===== src/rtl/id_alu_issue.sv =====
// ---------------------------------------------------------------------------
// id_alu_issue
//   Decode-to-execute issue stage for the RV32I integer ALU instructions.
//   Each accepted instruction is decoded into an ALU operation code and two
//   operands. The result is registered, so it reaches the EX side one cycle
//   after it is accepted.
//
// Ports
//   clk, rst_n          : clock (rising edge), asynchronous active-low reset
//   in_valid, in_ready  : decode-side handshake
//   instr, pc           : RV32I instruction word and its PC
//   rs1_data, rs2_data  : register-file read data for the instruction
//   flush               : discard the held and the incoming instruction
//   ex_valid, ex_ready  : EX-side handshake
//   ALUCode, A, B       : registered ALU operation and operands
//   rd, reg_write       : destination register and its write enable
//   ex_illegal          : the issued instruction did not decode
//   ex_pc               : PC of the issued instruction
//
// Handshake: a transfer happens on any rising edge where valid and ready are
// both high. A producer holds its payload stable while valid=1 and ready=0.
// in_ready is combinational: the stage takes a new instruction when its
// output slot is empty, or when EX drains the slot on the same edge, or when
// flush is asserted. A flush drops the incoming instruction even if it is
// presented.
// ---------------------------------------------------------------------------
module id_alu_issue (
    input  logic        clk,
    input  logic        rst_n,
    input  logic        in_valid,
    output logic        in_ready,
    input  logic [31:0] instr,
    input  logic [31:0] pc,
    input  logic [31:0] rs1_data,
    input  logic [31:0] rs2_data,
    input  logic        flush,
    output logic        ex_valid,
    input  logic        ex_ready,
    output logic [3:0]  ALUCode,
    output logic [31:0] A,
    output logic [31:0] B,
    output logic [4:0]  rd,
    output logic        reg_write,
    output logic        ex_illegal,
    output logic [31:0] ex_pc
);

    localparam logic [3:0] ALU_ADD    = 4'd0;
    localparam logic [3:0] ALU_SUB    = 4'd1;
    localparam logic [3:0] ALU_PASS_B = 4'd2;
    localparam logic [3:0] ALU_AND    = 4'd3;
    localparam logic [3:0] ALU_XOR    = 4'd4;
    localparam logic [3:0] ALU_OR     = 4'd5;
    localparam logic [3:0] ALU_SLL    = 4'd6;
    localparam logic [3:0] ALU_SRL    = 4'd7;
    localparam logic [3:0] ALU_SRA    = 4'd8;
    localparam logic [3:0] ALU_SLT    = 4'd9;
    localparam logic [3:0] ALU_SLTU   = 4'd10;

    localparam logic [6:0] OPC_OP     = 7'b0110011;
    localparam logic [6:0] OPC_OP_IMM = 7'b0010011;
    localparam logic [6:0] OPC_LUI    = 7'b0110111;
    localparam logic [6:0] OPC_AUIPC  = 7'b0010111;

    localparam logic [6:0] F7_BASE    = 7'b0000000;
    localparam logic [6:0] F7_ALT     = 7'b0100000;

    // Instruction fields
    logic [6:0]  opcode;
    logic [2:0]  funct3;
    logic [6:0]  funct7;
    logic [4:0]  rd_field;
    logic [31:0] imm_i;
    logic [31:0] imm_u;

    assign opcode   = instr[6:0];
    assign rd_field = instr[11:7];
    assign funct3   = instr[14:12];
    assign funct7   = instr[31:25];
    assign imm_i    = {{20{instr[31]}}, instr[31:20]};
    assign imm_u    = {instr[31:12], 12'b0};

    // The rs1 field is resolved by the register file, not here.
    logic unused_rs1_field;
    assign unused_rs1_field = ^instr[19:15];

    // funct3 -> operation for the funct7=0000000 (base) encodings shared by
    // OP and OP-IMM. Bit 5 of funct7 selects SUB/SRA and is handled by the
    // caller.
    function automatic logic [3:0] base_code(input logic [2:0] f3);
        logic [3:0] code;
        code = ALU_ADD;
        case (f3)
            3'b000:  code = ALU_ADD;
            3'b001:  code = ALU_SLL;
            3'b010:  code = ALU_SLT;
            3'b011:  code = ALU_SLTU;
            3'b100:  code = ALU_XOR;
            3'b101:  code = ALU_SRL;
            3'b110:  code = ALU_OR;
            default: code = ALU_AND;
        endcase
        return code;
    endfunction

    // -----------------------------------------------------------------------
    // Combinational decode
    // -----------------------------------------------------------------------
    logic        dec_illegal;
    logic [3:0]  dec_code;
    logic [31:0] dec_a;
    logic [31:0] dec_b;
    logic        dec_reg_write;
    logic        is_shift;

    always_comb begin
        dec_illegal = 1'b0;
        dec_code    = ALU_ADD;
        dec_a       = rs1_data;
        dec_b       = 32'd0;
        is_shift    = (funct3 == 3'b001) || (funct3 == 3'b101);

        case (opcode)
            OPC_OP: begin
                if (funct7 == F7_BASE) begin
                    dec_code = base_code(funct3);
                end else if (funct7 == F7_ALT && funct3 == 3'b000) begin
                    dec_code = ALU_SUB;
                end else if (funct7 == F7_ALT && funct3 == 3'b101) begin
                    dec_code = ALU_SRA;
                end else begin
                    dec_illegal = 1'b1;
                end
                // Shift amounts are trimmed to 5 bits so EX can shift by all of B.
                dec_b = is_shift ? {27'd0, rs2_data[4:0]} : rs2_data;
            end

            OPC_OP_IMM: begin
                dec_code = base_code(funct3);
                if (funct3 == 3'b001 && funct7 != F7_BASE) begin
                    dec_illegal = 1'b1;
                end else if (funct3 == 3'b101) begin
                    if (funct7 == F7_ALT) begin
                        dec_code = ALU_SRA;
                    end else if (funct7 != F7_BASE) begin
                        dec_illegal = 1'b1;
                    end
                end
                dec_b = is_shift ? {27'd0, instr[24:20]} : imm_i;
            end

            OPC_LUI: begin
                dec_code = ALU_PASS_B;
                dec_b    = imm_u;
            end

            OPC_AUIPC: begin
                dec_code = ALU_ADD;
                dec_a    = pc;
                dec_b    = imm_u;
            end

            default: begin
                dec_illegal = 1'b1;
            end
        endcase

        // Illegal instructions still issue, but carry a harmless payload.
        if (dec_illegal) begin
            dec_code = ALU_ADD;
            dec_a    = 32'd0;
            dec_b    = 32'd0;
        end

        dec_reg_write = !dec_illegal && (rd_field != 5'd0);
    end

    // -----------------------------------------------------------------------
    // Handshake and output register
    // -----------------------------------------------------------------------
    logic accept;

    assign in_ready = flush || !ex_valid || ex_ready;
    assign accept   = in_valid && in_ready && !flush;

    // ex_valid is the only control state; everything else is payload.
    always_ff @(posedge clk or negedge rst_n) begin
        if (!rst_n) begin
            ex_valid <= 1'b0;
        end else if (flush) begin
            ex_valid <= 1'b0;
        end else if (accept) begin
            ex_valid <= 1'b1;
        end else if (ex_ready) begin
            ex_valid <= 1'b0;
        end
    end

    // The payload only loads on accept, so it stays put when ex_valid drops
    // through a drain or a flush.
    always_ff @(posedge clk or negedge rst_n) begin
        if (!rst_n) begin
            ALUCode    <= 4'd0;
            A          <= 32'd0;
            B          <= 32'd0;
            rd         <= 5'd0;
            reg_write  <= 1'b0;
            ex_illegal <= 1'b0;
            ex_pc      <= 32'd0;
        end else if (accept) begin
            ALUCode    <= dec_code;
            A          <= dec_a;
            B          <= dec_b;
            rd         <= rd_field;
            reg_write  <= dec_reg_write;
            ex_illegal <= dec_illegal;
            ex_pc      <= pc;
        end
    end

endmodule


===== config.mk =====
export PLATFORM = sky130hd
export DESIGN_NAME = id_alu_issue
export DESIGN_NICKNAME = d
export VERILOG_FILES = /design/src/rtl/id_alu_issue.sv
export SDC_FILE = /design/constraint.sdc
export NUM_CORES = 1
export LEC_CHECK = 0
export BUFFER_PORTS_ARGS = -buffer_cell sky130_fd_sc_hd__buf_4
export CORE_UTILIZATION = 42
export DETAILED_ROUTE_END_ITERATION = 8
export HOLD_SLACK_MARGIN = 0.06
export MAX_ROUTING_LAYER = met4
export PLACE_DENSITY = 0.77
export SYNTH_ARGS = -nofsm -noshare
export SYNTH_HDL_FRONTEND = slang
export SYNTH_SLANG_ARGS = --single-unit

===== constraint.sdc =====
create_clock -name clk -period 1.35 [get_ports clk]
set_input_delay 0.27 -clock clk [delete_from_list [all_inputs] [get_ports clk]]
set_output_delay 0.27 -clock clk [all_outputs]
set_load 0.05 [all_outputs]

==> results.json <==
{
  "instances_no_fill": 928,
  "clkTransAtPathRegs_ns": 0.07,
  "layout.nets": 913,
  "drt_iter0_markers": 468,
  "antenna_left": 0,
  "drive_gt1_share_pct": 47.4,
  "dpl.hpwl_microns": 11700,
  "routed_via_density": 5.24,
  "numCtsBuffers": 9,
  "synth_nets": 644,
  "layout_commonest_cell": "buf_4",
  "yosysSeqAreaShare_pct": 53.9,
  "hp-start": "instr[11]",
  "coreArea_sq_mm": 0.0115,
  "slew-limit-headroom_pct": 75.4,
  "fin_ws_ns": -0.126,
  "avgSynthCellArea_sq_um": 9.81,
  "rr_worst_depth": 6,
  "violations": "design-rule violations, negative setup slack",
  "die_h_microns": 111,
  "timing.final.crit_period_ns": 1.48,
  "io_buffers": 241,
  "n_fill_cell": 891,
  "syn_to_final_growth_pct": 56.8,
  "die_area_sq_mm": 0.0124,
  "cp.arrival_ns": 1.21,
  "cp-end-kind": "output pin",
  "grt.total_usage_pct": 26.9,
  "rsz0062_at_grt": "true",
  "synth_edf_count": 0,
  "peakVddDrop_mv": 0.699,
  "dp_slack_ns": -0.499,
  "postLayoutCellArea_sq_mm": 0.00786,
  "r2r_start": "ex_valid",
  "drc_errors": 40,
  "ys_types": 49,
  "start_kind": "flop",
  "ff2ff_setup_slack_ns": -0.10,
  "htree_levels": 3,
  "num_io_pins": 242,
  "grt_pass1_vias": 5046,
  "setup_violations": 59,
  "grt_start_max_net_pins": 45,
  "fp.dieW_microns": 111,
  "timing.rr.end": "A[28]",
  "n_antenna_cell": 0,
  "cts_buffer_depth": 2,
  "outcome": "finished, violations left",
  "wl_per_cell_microns": 17.2,
  "insertion_delay_ns": 0.34,
  "power_density_mw_per_mm2": 1050,
  "min_path_type": "input port to flop",
  "critical_path_buf_inv_count": 1,
  "ff_latch_area_sq_mm": 0.00270,
  "start_util_pct": 43.5,
  "cts_sinks": 108,
  "hold_path_end": "rd[4]",
  "finalHoldViolCount": 0,
  "skew_ns": 0.00638,
  "placed_cell_area_sq_mm": 0.00729,
  "worstHoldPathCells": 3,
  "synthCells": 511,
  "setup_tns_ns": -2.60,
  "crit_path_cell_trace": "nand2b_4, or2_4, buf_8",
  "yosys_warnings": 0,
  "max_stage_delay_ns": 0.39,
  "drv_cap": 0,
  "critPathSlowestCell": "dfrtp_2",
  "multi_input_area_sq_mm": 0.00230,
  "max_freq_ghz": 0.678,
  "routed_wl_microns": 16000,
  "worst_pin_slew_ns": 0.366,
  "hold_ws_ns": 0.130,
  "cp_max_fo": 3,
  "cts-root-buf": "clkbuf_16",
  "final_cell_mix": "275 x buf_4, 181 x nand2_1, 107 x dfrtp_1, 43 x mux2i_1, 38 x o21ai_2",
  "finalMaxSlewViolations": 0,
  "critPathRequiredTime_ns": 1.08,
  "via_count": 4860,
  "antenna_found_initial": 0,
  "gr-total-overflow": 0,
  "dp_cells": 904,
  "ys_ff_latch": 108,
  "synth_area_sq_mm": 0.00501,
  "ys.flop_type": "dfrtp_1",
  "worstSetupPathType": "flop to output pin",
  "p_leak_nw": 3.98,
  "async_flop_share_pct": 100,
  "gp_congestion": 0.863,
  "drtPass1Iterations": 8,
  "num_rows": 39,
  "cts_tree": "done",
  "cpLargestDelayFamily": "flip-flops",
  "finalCritPeriodShare_pct": 109,
  "grt_pass1_wl_microns": 25500
}
[cell type report]
| cell class | count | share of cell area (%) |
|---|---|---|
| clock inverters | 4 | 0.621 |
| flip-flops and latches | 108 | 34.4 |
| well taps | 143 | 2.28 |
| multi-input cells | 366 | 29.2 |
| clock buffers | 12 | 3.13 |
| repair buffers | 292 | 30.2 |
| inverters | 3 | 0.143 |
[cells in the mapped netlist (all sizes together), types with 2 or more instances]
library cell / instances / share of area, %
mux2i: 44 / 8.8
a21oi: 3 / 0.52
nor2: 5 / 0.37
nand2: 184 / 14
inv: 3 / 0.22
dfrtp: 108 / 54
and3: 3 / 0.47
buf: 21 / 2.8
clkbuf: 14 / 1.0
a221oi: 18 / 3.1
o21ai: 68 / 7.5
o31ai: 2 / 0.40
nand2b: 5 / 0.62
nor2b: 5 / 0.77
a31oi: 3 / 0.50
nand4: 2 / 0.25
nand3: 3 / 0.90
[report_power, final]
group	total (W)	internal [W]	switching, W
sequential	0.00353	0.00342	0.000110
clock	0.00266	0.00149	0.00117
combinational	0.00210	0.000787	0.00131
[state kept, by name, summed over array words and instances (netlist names)]
name	cells
B	32
A	32
ex_pc	32
ex_illegal	1
rd	5
ALUCode	4
ex_valid	1
reg_write	1
[per-layer routing]
metal | up-vias | track usage (%) | routed length [microns]
met5 | - | - | 0
met1 | 2323 | 31.9 | 6380
li1 | 2277 | - | -
met4 | 0 | 10.9 | 420
met3 | 43 | 4.87 | 1110
met2 | 217 | 45.2 | 8050
[worst reg2reg max path: cells and delay by family (launching register included)]
kind / cells / cell delay, ns
buf+inv: 1 / 0.20
flops: 1 / 0.43
compound gates: 1 / 0.17
simple gates: 4 / 0.57
[cell families (layout without fill, tap and decap cells)]
group	count (synthesis)	after routing	synth area share [%]
DFF	108	108	53.9
buffers and inverters	38	311	4.12
muxes	45	45	9.01
and+or+nand+nor	216	217	19.2
AOI/OAI and AO/OA	104	104	13.8
[per-stage QoR]
| stage | power, W | util (%) |
|---|---|---|
| 2_1_floorplan | 0.00469 | - |
| 4_1_cts | 0.00832 | 66.9 |
| 5_1_grt | 0.00862 | 68.3 |
| 6_report | 0.00829 | 68.3 |
| 3_3_place_gp | 0.00559 | 63.3 |
| 3_5_place_dp | 0.00564 | 63.3 |
[how the worst max path moves through the flow]
stage,from,endpoint,slack (ns),cells past startpoint
3_5_place_dp,instr[6],A[0],-0.50,7
3_3_place_gp,instr[6],A[0],-0.43,7
5_1_grt,ex_valid,in_ready,-0.16,3
2_1_floorplan,ex_valid,ex_illegal,-0.15,6
4_1_cts,ex_valid,in_ready,-0.14,3
6_report,ex_valid,in_ready,-0.13,3
[what timing repair did]
action / in CTS / in global routing
endpoints found under the setup margin: 107 / 71
buffers inserted: 2 / 4
hold buffers: 1 / 0
resized for setup: 28 / 28
pin swaps: 4 / 17
gates cloned: 0 / 1
endpoints found under the hold margin: 12 / 0
No activity file was read; power rests on OpenSTA's default activity.
